## src/rtl/mips_multicycle_if.sv

```systemverilog
// rtl/mips_multicycle_if.sv - shared memory request/ready port of the multi-cycle MIPS core
interface mips_multicycle_if #(
    parameter int DATA_W = 32,
    parameter int ADDR_W = 16
);
    logic              mem_req;
    logic              mem_we;
    logic [ADDR_W-1:0] mem_addr;
    logic [DATA_W-1:0] mem_wdata;
    logic              mem_ready;
    logic [DATA_W-1:0] mem_rdata;

    modport master (
        output mem_req, mem_we, mem_addr, mem_wdata,
        input  mem_ready, mem_rdata
    );

    modport slave (
        input  mem_req, mem_we, mem_addr, mem_wdata,
        output mem_ready, mem_rdata
    );
endinterface

```

## src/rtl/mips_multicycle.sv

```systemverilog
// rtl/mips_multicycle.sv - multi-cycle MIPS-subset core on one shared memory port
// Optional performance counters are built when MIPS_MC_PERF_EN is defined.
module mips_multicycle #(
    parameter int                DATA_W   = 32,
    parameter int                ADDR_W   = 16,
    parameter logic [ADDR_W-1:0] RESET_PC = '0
) (
    input  logic                clock,
    input  logic                reset,
    mips_multicycle_if.master   mem,
    output logic                retire,
    output logic                halted,
    output logic [DATA_W-1:0]   cycle_count,
    output logic [DATA_W-1:0]   instr_count
);
    typedef enum logic [2:0] {S_FETCH, S_DECODE, S_EXEC, S_MEM, S_WB, S_HALT} state_t;

    localparam logic [5:0] OP_R    = 6'b000000;
    localparam logic [5:0] OP_ADDI = 6'b001000;
    localparam logic [5:0] OP_LW   = 6'b100011;
    localparam logic [5:0] OP_SW   = 6'b101011;
    localparam logic [5:0] OP_BEQ  = 6'b000100;
    localparam logic [5:0] OP_J    = 6'b000010;
    localparam logic [5:0] F_ADD   = 6'b100000;
    localparam logic [5:0] F_SUB   = 6'b100010;
    localparam logic [5:0] F_AND   = 6'b100100;
    localparam logic [5:0] F_OR    = 6'b100101;
    localparam logic [5:0] F_SLT   = 6'b101010;

    state_t            state_q, state_d;
    logic [ADDR_W-1:0] pc_q, pc_d, tgt_q, tgt_d, addr_q, addr_d;
    logic [31:0]       ir_q, ir_d;
    logic [DATA_W-1:0] a_q, a_d, b_q, b_d, res_q, res_d;
    logic              retire_q, retire_d;
    logic [DATA_W-1:0] regs_q [32];
    logic              wr_en;
    logic [4:0]        wr_sel;

    logic [5:0]        op, funct;
    logic [4:0]        rs, rt, rd;
    logic [DATA_W-1:0] imm_d, alu_y;
    logic              r_valid, op_legal;
    logic              unused_shamt;

    assign op           = ir_q[31:26];
    assign rs           = ir_q[25:21];
    assign rt           = ir_q[20:16];
    assign rd           = ir_q[15:11];
    assign funct        = ir_q[5:0];
    assign unused_shamt = ^ir_q[10:6];
    assign imm_d        = {{(DATA_W-16){ir_q[15]}}, ir_q[15:0]};
    assign r_valid      = (funct == F_ADD) || (funct == F_SUB) || (funct == F_AND) ||
                          (funct == F_OR)  || (funct == F_SLT);
    assign op_legal     = (op == OP_R) || (op == OP_ADDI) || (op == OP_LW) ||
                          (op == OP_SW) || (op == OP_BEQ) || (op == OP_J);

    always_comb begin
        alu_y = '0;
        case (funct)
            F_ADD:   alu_y = a_q + b_q;
            F_SUB:   alu_y = a_q - b_q;
            F_AND:   alu_y = a_q & b_q;
            F_OR:    alu_y = a_q | b_q;
            F_SLT:   alu_y = DATA_W'($signed(a_q) < $signed(b_q));
            default: alu_y = '0;
        endcase
    end

    // Bus outputs come straight from registered state so they hold steady during a stall.
    assign mem.mem_req   = !reset && (state_q == S_FETCH || state_q == S_MEM);
    assign mem.mem_we    = !reset && (state_q == S_MEM) && (op == OP_SW);
    assign mem.mem_addr  = reset ? '0 : ((state_q == S_MEM) ? addr_q : pc_q);
    assign mem.mem_wdata = reset ? '0 : b_q;
    assign retire        = retire_q;
    assign halted        = (state_q == S_HALT);

    always_comb begin
        state_d  = state_q;
        pc_d     = pc_q;
        tgt_d    = tgt_q;
        addr_d   = addr_q;
        ir_d     = ir_q;
        a_d      = a_q;
        b_d      = b_q;
        res_d    = res_q;
        retire_d = 1'b0;
        wr_en    = 1'b0;
        wr_sel   = (op == OP_R) ? rd : rt;
        case (state_q)
            S_FETCH: if (mem.mem_ready) begin
                ir_d    = mem.mem_rdata[31:0];
                pc_d    = pc_q + 1'b1;
                state_d = S_DECODE;
            end
            S_DECODE: begin
                a_d     = regs_q[rs];
                b_d     = regs_q[rt];
                tgt_d   = pc_q + imm_d[ADDR_W-1:0];
                state_d = op_legal ? S_EXEC : S_HALT;
            end
            S_EXEC: case (op)
                OP_R:        begin res_d = alu_y;       state_d = S_WB; end
                OP_ADDI:     begin res_d = a_q + imm_d; state_d = S_WB; end
                OP_LW, OP_SW: begin
                    addr_d  = a_q[ADDR_W-1:0] + imm_d[ADDR_W-1:0];
                    state_d = S_MEM;
                end
                OP_BEQ: begin
                    if (a_q == b_q) pc_d = tgt_q;
                    retire_d = 1'b1;
                    state_d  = S_FETCH;
                end
                OP_J: begin
                    pc_d     = ADDR_W'(ir_q[25:0]);
                    retire_d = 1'b1;
                    state_d  = S_FETCH;
                end
                default: state_d = S_HALT;
            endcase
            S_MEM: if (mem.mem_ready) begin
                if (op == OP_SW) begin
                    retire_d = 1'b1;
                    state_d  = S_FETCH;
                end else begin
                    res_d   = mem.mem_rdata;
                    state_d = S_WB;
                end
            end
            S_WB: begin
                wr_en    = (op == OP_R && r_valid) || op == OP_ADDI || op == OP_LW;
                retire_d = 1'b1;
                state_d  = S_FETCH;
            end
            default: state_d = S_HALT;
        endcase
    end

    always_ff @(posedge clock) begin
        if (reset) begin
            state_q  <= S_FETCH;
            pc_q     <= RESET_PC;
            tgt_q    <= '0;
            addr_q   <= '0;
            ir_q     <= '0;
            a_q      <= '0;
            b_q      <= '0;
            res_q    <= '0;
            retire_q <= 1'b0;
            for (int i = 0; i < 32; i++) regs_q[i] <= '0;
        end else begin
            state_q  <= state_d;
            pc_q     <= pc_d;
            tgt_q    <= tgt_d;
            addr_q   <= addr_d;
            ir_q     <= ir_d;
            a_q      <= a_d;
            b_q      <= b_d;
            res_q    <= res_d;
            retire_q <= retire_d;
            if (wr_en && wr_sel != 5'd0) regs_q[wr_sel] <= res_q;
        end
    end

`ifdef MIPS_MC_PERF_EN
    logic [DATA_W-1:0] cyc_q, ins_q;
    // instr_count steps on the same edge that raises retire, so both agree in that cycle.
    always_ff @(posedge clock) begin
        if (reset) begin
            cyc_q <= '0;
            ins_q <= '0;
        end else begin
            cyc_q <= cyc_q + 1'b1;
            if (retire_d) ins_q <= ins_q + 1'b1;
        end
    end
    assign cycle_count = cyc_q;
    assign instr_count = ins_q;
`else
    assign cycle_count = '0;
    assign instr_count = '0;
`endif
endmodule

```

## src/flat_wrapper.sv

```systemverilog
// flat-port wrapper written by rule: the top's interface ports become plain ports
module mips_multicycle_flat 
#(
    parameter int                DATA_W   = 32,
    parameter int                ADDR_W   = 16,
    parameter logic [ADDR_W-1:0] RESET_PC = '0
)
  (clock, reset, retire, halted, cycle_count, instr_count, mem_mem_req, mem_mem_we, mem_mem_addr, mem_mem_wdata, mem_mem_ready, mem_mem_rdata);
  mips_multicycle_if #(.DATA_W(DATA_W), .ADDR_W(ADDR_W)) mem_i ();
  input  logic clock;
  input  logic reset;
  output logic retire;
  output logic halted;
  output logic [DATA_W-1:0] cycle_count;
  output logic [DATA_W-1:0] instr_count;
  output wire logic [$bits(mem_i.mem_req)-1:0] mem_mem_req;
  output wire logic [$bits(mem_i.mem_we)-1:0] mem_mem_we;
  output wire logic [$bits(mem_i.mem_addr)-1:0] mem_mem_addr;
  output wire logic [$bits(mem_i.mem_wdata)-1:0] mem_mem_wdata;
  input wire logic [$bits(mem_i.mem_ready)-1:0] mem_mem_ready;
  input wire logic [$bits(mem_i.mem_rdata)-1:0] mem_mem_rdata;
  assign mem_mem_req = mem_i.mem_req;
  assign mem_mem_we = mem_i.mem_we;
  assign mem_mem_addr = mem_i.mem_addr;
  assign mem_mem_wdata = mem_i.mem_wdata;
  assign mem_i.mem_ready = mem_mem_ready;
  assign mem_i.mem_rdata = mem_mem_rdata;
  mips_multicycle #(.DATA_W(DATA_W), .ADDR_W(ADDR_W), .RESET_PC(RESET_PC)) u_core (.clock(clock), .reset(reset), .mem(mem_i), .retire(retire), .halted(halted), .cycle_count(cycle_count), .instr_count(instr_count));
endmodule
```

## config.mk

```make
export PLATFORM = sky130hd
export DESIGN_NAME = mips_multicycle_flat
export DESIGN_NICKNAME = d
export VERILOG_FILES = /design/src/rtl/mips_multicycle_if.sv /design/src/rtl/mips_multicycle.sv /design/src/flat_wrapper.sv
export SDC_FILE = /design/constraint.sdc
export NUM_CORES = 2
export LEC_CHECK = 0
export BUFFER_PORTS_ARGS = -buffer_cell sky130_fd_sc_hd__buf_2
export CAP_MARGIN = 30
export CORE_MARGIN = 3
export CORE_UTILIZATION = 45
export DETAILED_ROUTE_END_ITERATION = 6
export HOLD_SLACK_MARGIN = 0.06
export SLEW_MARGIN = 10
export SYNTH_ARGS = -nofsm -noshare
export SYNTH_HDL_FRONTEND = slang
export SYNTH_SLANG_ARGS = --single-unit
```

## constraint.sdc

```tcl
create_clock -name clock -period 7.8 [get_ports clock]
set_input_delay 0.39 -clock clock [delete_from_list [all_inputs] [get_ports clock]]
set_output_delay 0.39 -clock clock [all_outputs]
set_load 0.02 [all_outputs]
```

== Yosys cells after proc, flatten, opt, wreduce, memory -nomap -nowiden ==
Memories as Yosys holds them, arrays and structs flattened. A register that Yosys moved wholly into a read port is not among the register bits.
Index checks and enable logic that the tools add are counted.
Widths: inputs -> output; s select.

* Flip-flop bits (word level): 116
* RAM bits: 1024
* Bits of input ports: 35
* Output and inout port bits: 116
* Word-level logic and storage cells: 103
* Memories: 1

{| class="wikitable"
|+ Memory list
! name !! depth !! width !! rd ports !! clocked after memory_dff !! write ports !! line !! RTL
|-
| u_core.regs_q || 32 || 32 || 2 || 2 || 32 || mips_multicycle.sv:35 || <nowiki>logic [DATA_W-1:0] regs_q [32];</nowiki>
|}

* Add/sub/neg operators: 6
* Order comparisons: 1
* Equal/unequal tests: 22
* Multiplexer cells: 32
* Bitwise operators: 2
* Reductions and logical operators: 32

{| class="wikitable"
|+ Operators by type and width
! kind !! number
|-
| $pmux 32 s5 || 1
|-
| $mux 32 || 4
|-
| $pmux 32 s2 || 2
|-
| $add 32x32->32 || 2
|-
| $mux 16 || 4
|-
| $pmux 16 s2 || 2
|-
| $eq 6x6->1 const B || 7
|-
| $add 16x16->16 || 2
|-
| $and 32x32->32 || 1
|-
| $eq 32x32->1 || 1
|-
| $lt 32x32->1 || 1
|-
| $or 32x32->32 || 1
|-
| $reduce_or 32->1 || 1
|-
| $sub 32x32->32 || 1
|-
| $add 16x1->16 const B || 1
|-
| $pmux 3 s5 || 1
|-
| $logic_or 1x1->1 || 12
|-
| $mux 3 || 4
|-
| $mux 1 || 10
|-
| $mux 5 || 2
|-
| $pmux 3 s3 || 1
|-
| $reduce_and 4->1 || 2
|-
| $eq 3x2->1 const B || 2
|-
| $eq 3x3->1 const B || 2
|-
| other kinds (16) || 28
|}

== Longest topological paths before layout ==
* Word-level depth: 15
* Depth in mapped cells: 14

== Worst setup path before layout ==
OpenSTA, ideal clock, no wires.

* Path kind: register -> register
* From: register u_core.ir_q[1]
* To: register u_core.res_q[30]
* Library setup time: 79 ps
* Data arrival time: 3258 ps
* Setup slack: 4463 ps
* Cell stages (with the launch flop): 15
* Buffers on the path: 2
* Path through: dfxtp_1 > clkbuf_1 > inv_1 > buf_1 > fa_1 > nor2b_1 > o31ai_1 > a221oi_1 > a41oi_1 > o21ai_1 > a31oi_1 > o21ai_1 > a41o_1 > or4_1 > o211ai_1

* Cells in the longest elaborated chain, start to end: 4

{| class="wikitable"
|+ Ends and longest elaborated chain
! element !! line !! RTL
|-
| from (decl) || mips_multicycle.sv:32 || <nowiki>logic [31:0] ir_q, ir_d;</nowiki>
|-
| from (signal assigned) || mips_multicycle.sv:155 || <nowiki>ir_q <= ir_d;</nowiki>
|-
| branches (longest 2 deep; another with $add 32x32->32) || -- ||
|-
| $pmux 32 s2 * || mips_multicycle.sv:101 || <nowiki>S_EXEC: case (op)</nowiki>
|-
| $pmux 32 s2 * || mips_multicycle.sv:89 || <nowiki>case (state_q)</nowiki>
|-
| to (signal assigned) || mips_multicycle.sv:158 || <nowiki>res_q <= res_d;</nowiki>
|-
| to (decl) || mips_multicycle.sv:33 || <nowiki>logic [DATA_W-1:0] a_q, a_d, b_q, b_d, res_q, res_d;</nowiki>
|}

Mark *: on every way between the ends.
A chain may end at the register's enable or synchronous reset.

==> summary.md <==
| Metric | Value |
|---|---|
| Status | finished clean |
| GRT Total Usage | 30.8% |
| Area Overhead vs Synth | 10.3% |
| Gate power share | 27.1% |
| Residual DRC | 0 |
| FMAX | 212 MHz |
| Area of the mapped netlist | 68900 sq um |
| HP Class | in2reg |
| Mapped Cells | 5292 |
| Finished layout cell area | 76100 sq um |
| Post-synth top area cell | edfxtp_1 |
| Routed wire length | 245000 um |
| Gpl congestion | 0.949 |
| Largest net degree at the start of global routing | 127 |
| GRT Residual Overflow | 0 |
| CTS H-tree depth | 4 |
| Die height | 397 um |
| Dpl hpwl | 170000 um |
| Initial antenna violation count | 34 |
| WS Path Type | reg2reg |
| Core Box Area | 152000 sq um |
| Sum Neg Setup Slack | 0 ns |
| Highest metal used | met5 |
| Reg power frac | 40.5% |
| Final min period | 4.72 ns |
| Worst VDD drop | 0.190 mV |
| Avg Cell Area, Syn | 13.0 sq um |
| Actual slew at the worst max-slew pin | 1.04 ns |
| Switch share | 34.1% |
| WL/cell | 33.3 um |
| CTS Buffer Depth | 3 |
| Main area contributors after synthesis | edfxtp_1 (45%), mux4_2 (21%), and2_1 (9.1%), dfxtp_1 (5.2%), ha_1 (2.9%) |
| Total CTS buffers | 136 |
| Worst setup SP type | register |
| CTS tree | built |
| Final core area utilization | 50.0% |
| Placed cell areas | 71100 sq um |
| Ratio of final minimum period to clock period | 60.6% |
| DP Cell Count | 7033 |
| Via count | 46700 |
| Wire length on met2 | 111000 um |
| Share of layout cells above drive strength 1 | 21.7% |
| Top_reg_cell synth | edfxtp_1 |
| Clk slew on worst S/H paths | 0.06 ns |
| FF/Latch Area | 34400 sq um |
| NumNets Final | 5383 |
| First-pass GRT wire length | 343000 um |
| Row Count | 143 |
| Critical Path AT | 5.13 ns |
| Die W | 397 um |
| #FFs+latches synth | 1204 |
| Max FO, Critical Path | 46 |
| Vias per cell | 6.36 |
| MaxCap Viol Count | 0 |
| Root buf cell | clkbuf_16 |
| Tot Pwr | 19.4 mW |
| Area of the multi-input gates | 32500 sq um |
| Post-synthesis async set-or-reset flop share | 0% |
| Clk pwr share | 32.4% |
| Register area share after synthesis | 49.8% |
| Final setup fails | 0 |
| Distinct cell type count after synthesis | 87 |
| Fillers | 13000 |
| Slew HR | 29.0% |
| Slew Limit Fails | 0 |
| Internal power | 12.8 mW |
| Fin cells | 7341 |
| Ports | 151 |
| YS warnings | 0 |
| Psw | 6.61 mW |
| Initial Utilization | 45.3% |
| Post-DRT Antenna Nets | 0 |
| First DRT Iteration DRCs | 6317 |
| Met1 WL | 94000 um |
| Post-synth top cells | edfxtp_1 (1024), and2_1 (1003), mux4_2 (640), clkbuf_1 (410), nand2_1 (356) |
| Vias in the first global route | 44100 |
| PortBufs | 86 |
| Clk_lat worst skew | 0.80 ns |
| Die area | 158000 sq um |
| Number of synthesized flops with an enable pin | 1024 |
| Endpoints failing hold | 0 |
| Metal3 WL | 28900 um |
| RSZ-0062 raised after global routing | no |
| Share of the synthesized area in the top cell type | 44.6% |
| Worst EP required | 8.20 ns |
| Most common cell in the netlist | edfxtp_1 |
| CP Capture Type | register |
| Leak pwr | 26.6 nW |
| Drt first pass iters | 6 |
| Worst Clk Skew | 0.0431 ns |
| Clock tree sinks | 1204 |
| PwrDens | 255 nW/um^2 |
-- layout by cell type, fill, tap and decap left out, drive strengths merged, types with 35 or more instances in the layout --
cell,n
inv,119
conb,96
and2,1004
a21oi,202
xnor2,40
buf,179
o21ai,106
nand2,356
mux4,640
mux2i,44
a21o,35
a311oi,37
nor3,68
clkbuf,166
dfxtp,180
clkinv,69
or2,39
nand3,35
a211oi,81
ha,158
nor2,251
edfxtp,1024
-- stage by stage --
stage	setup WS, ns	hold WS (ns)
CTS	2.88	0.0781
finish	3.08	0.103
global placement	2.44	0.440
floorplan	4.46	0.431
global route	2.93	0.106
detailed placement	2.91	0.443
-- state kept, by name, summed over array words and instances (netlist names) --
register / cells
u_core.pc_q: 16
u_core.state_q: 3
u_core.a_q: 32
u_core.tgt_q: 16
u_core.res_q: 32
u_core.ir_q: 32
u_core.retire: 1
u_core.addr_q: 16
u_core.b_q: 32
u_core.regs_q: 1024
-- worst max-delay path, stage by stage (launching register included) --
cell and delay [ns]:
dfxtp_2 0.31, buf_4 0.44, o22ai_1 0.13, a211oi_1 0.62
o21ai_0 0.15, o21ai_0 0.10, and4b_1 0.38, nor2b_1 0.26
nand2_1 0.08, buf_4 0.24, nor2_4 0.67, or2_2 0.90
-- final timing paths --
check / slack [ns] / startpoint / end / depth (start not counted)
max: 3.08 / u_core.ir_q[1] / u_core.regs_q[6][16] / 11
min: 0.10 / reset / u_core.res_q[26] / 2
max reg2reg: 3.08 / u_core.ir_q[1] / u_core.regs_q[6][16] / 11
min reg2reg: 0.45 / u_core.tgt_q[8] / u_core.tgt_q[8] / 2
-- logic make-up (layout without fill, tap and decap cells) --
logic type / Yosys count / in the layout / synth area share (%)
and+or+nand+nor: 1877 / 1877 / 14.8
DFF: 1204 / 1204 / 49.8
muxes: 684 / 684 / 21.5
buffers and inverters: 666 / 576 / 4.00
AOI/OAI and AO/OA: 636 / 636 / 6.09
adders and majority gates: 162 / 162 / 2.98
xor gates and xnor gates: 62 / 62 / 0.788
other: 1 / 110 / 0.00544
-- cell type report --
class / instances / share of cell area [%]
sequential: 1204 / 45.2
clock inverter: 83 / 0.893
tap: 2030 / 3.34
antenna: 14 / 0.0461
multi-input combinational: 3517 / 42.7
inverter: 115 / 0.574
timing repair buffer: 212 / 2.49
clock buffer: 166 / 4.75
-- what timing repair did --
action	4_1_cts	5_1_grt
buffers inserted	0	0
endpoints found under the setup margin	0	0
hold buffers	33	0
endpoints found under the hold margin	57	0
gates resized for setup	0	0
-- layer usage --
metal  vias up  track usage [%]
li1      19500                -
met1     24000             42.1
met2      2716             46.8
met3       421             8.65
met4        18             11.5
met5         -                0
-- power groups by stage --
stage,combinational (mW),clock (mW),sequential (mW)
floorplan,3.45,0,7.61
global placement,5.07,0,7.96
detailed placement,5.11,0,7.97
CTS,5.14,6.34,7.84
global route,5.52,6.59,7.89
finish,5.25,6.28,7.84
Power figures use the tool's default switching activity.
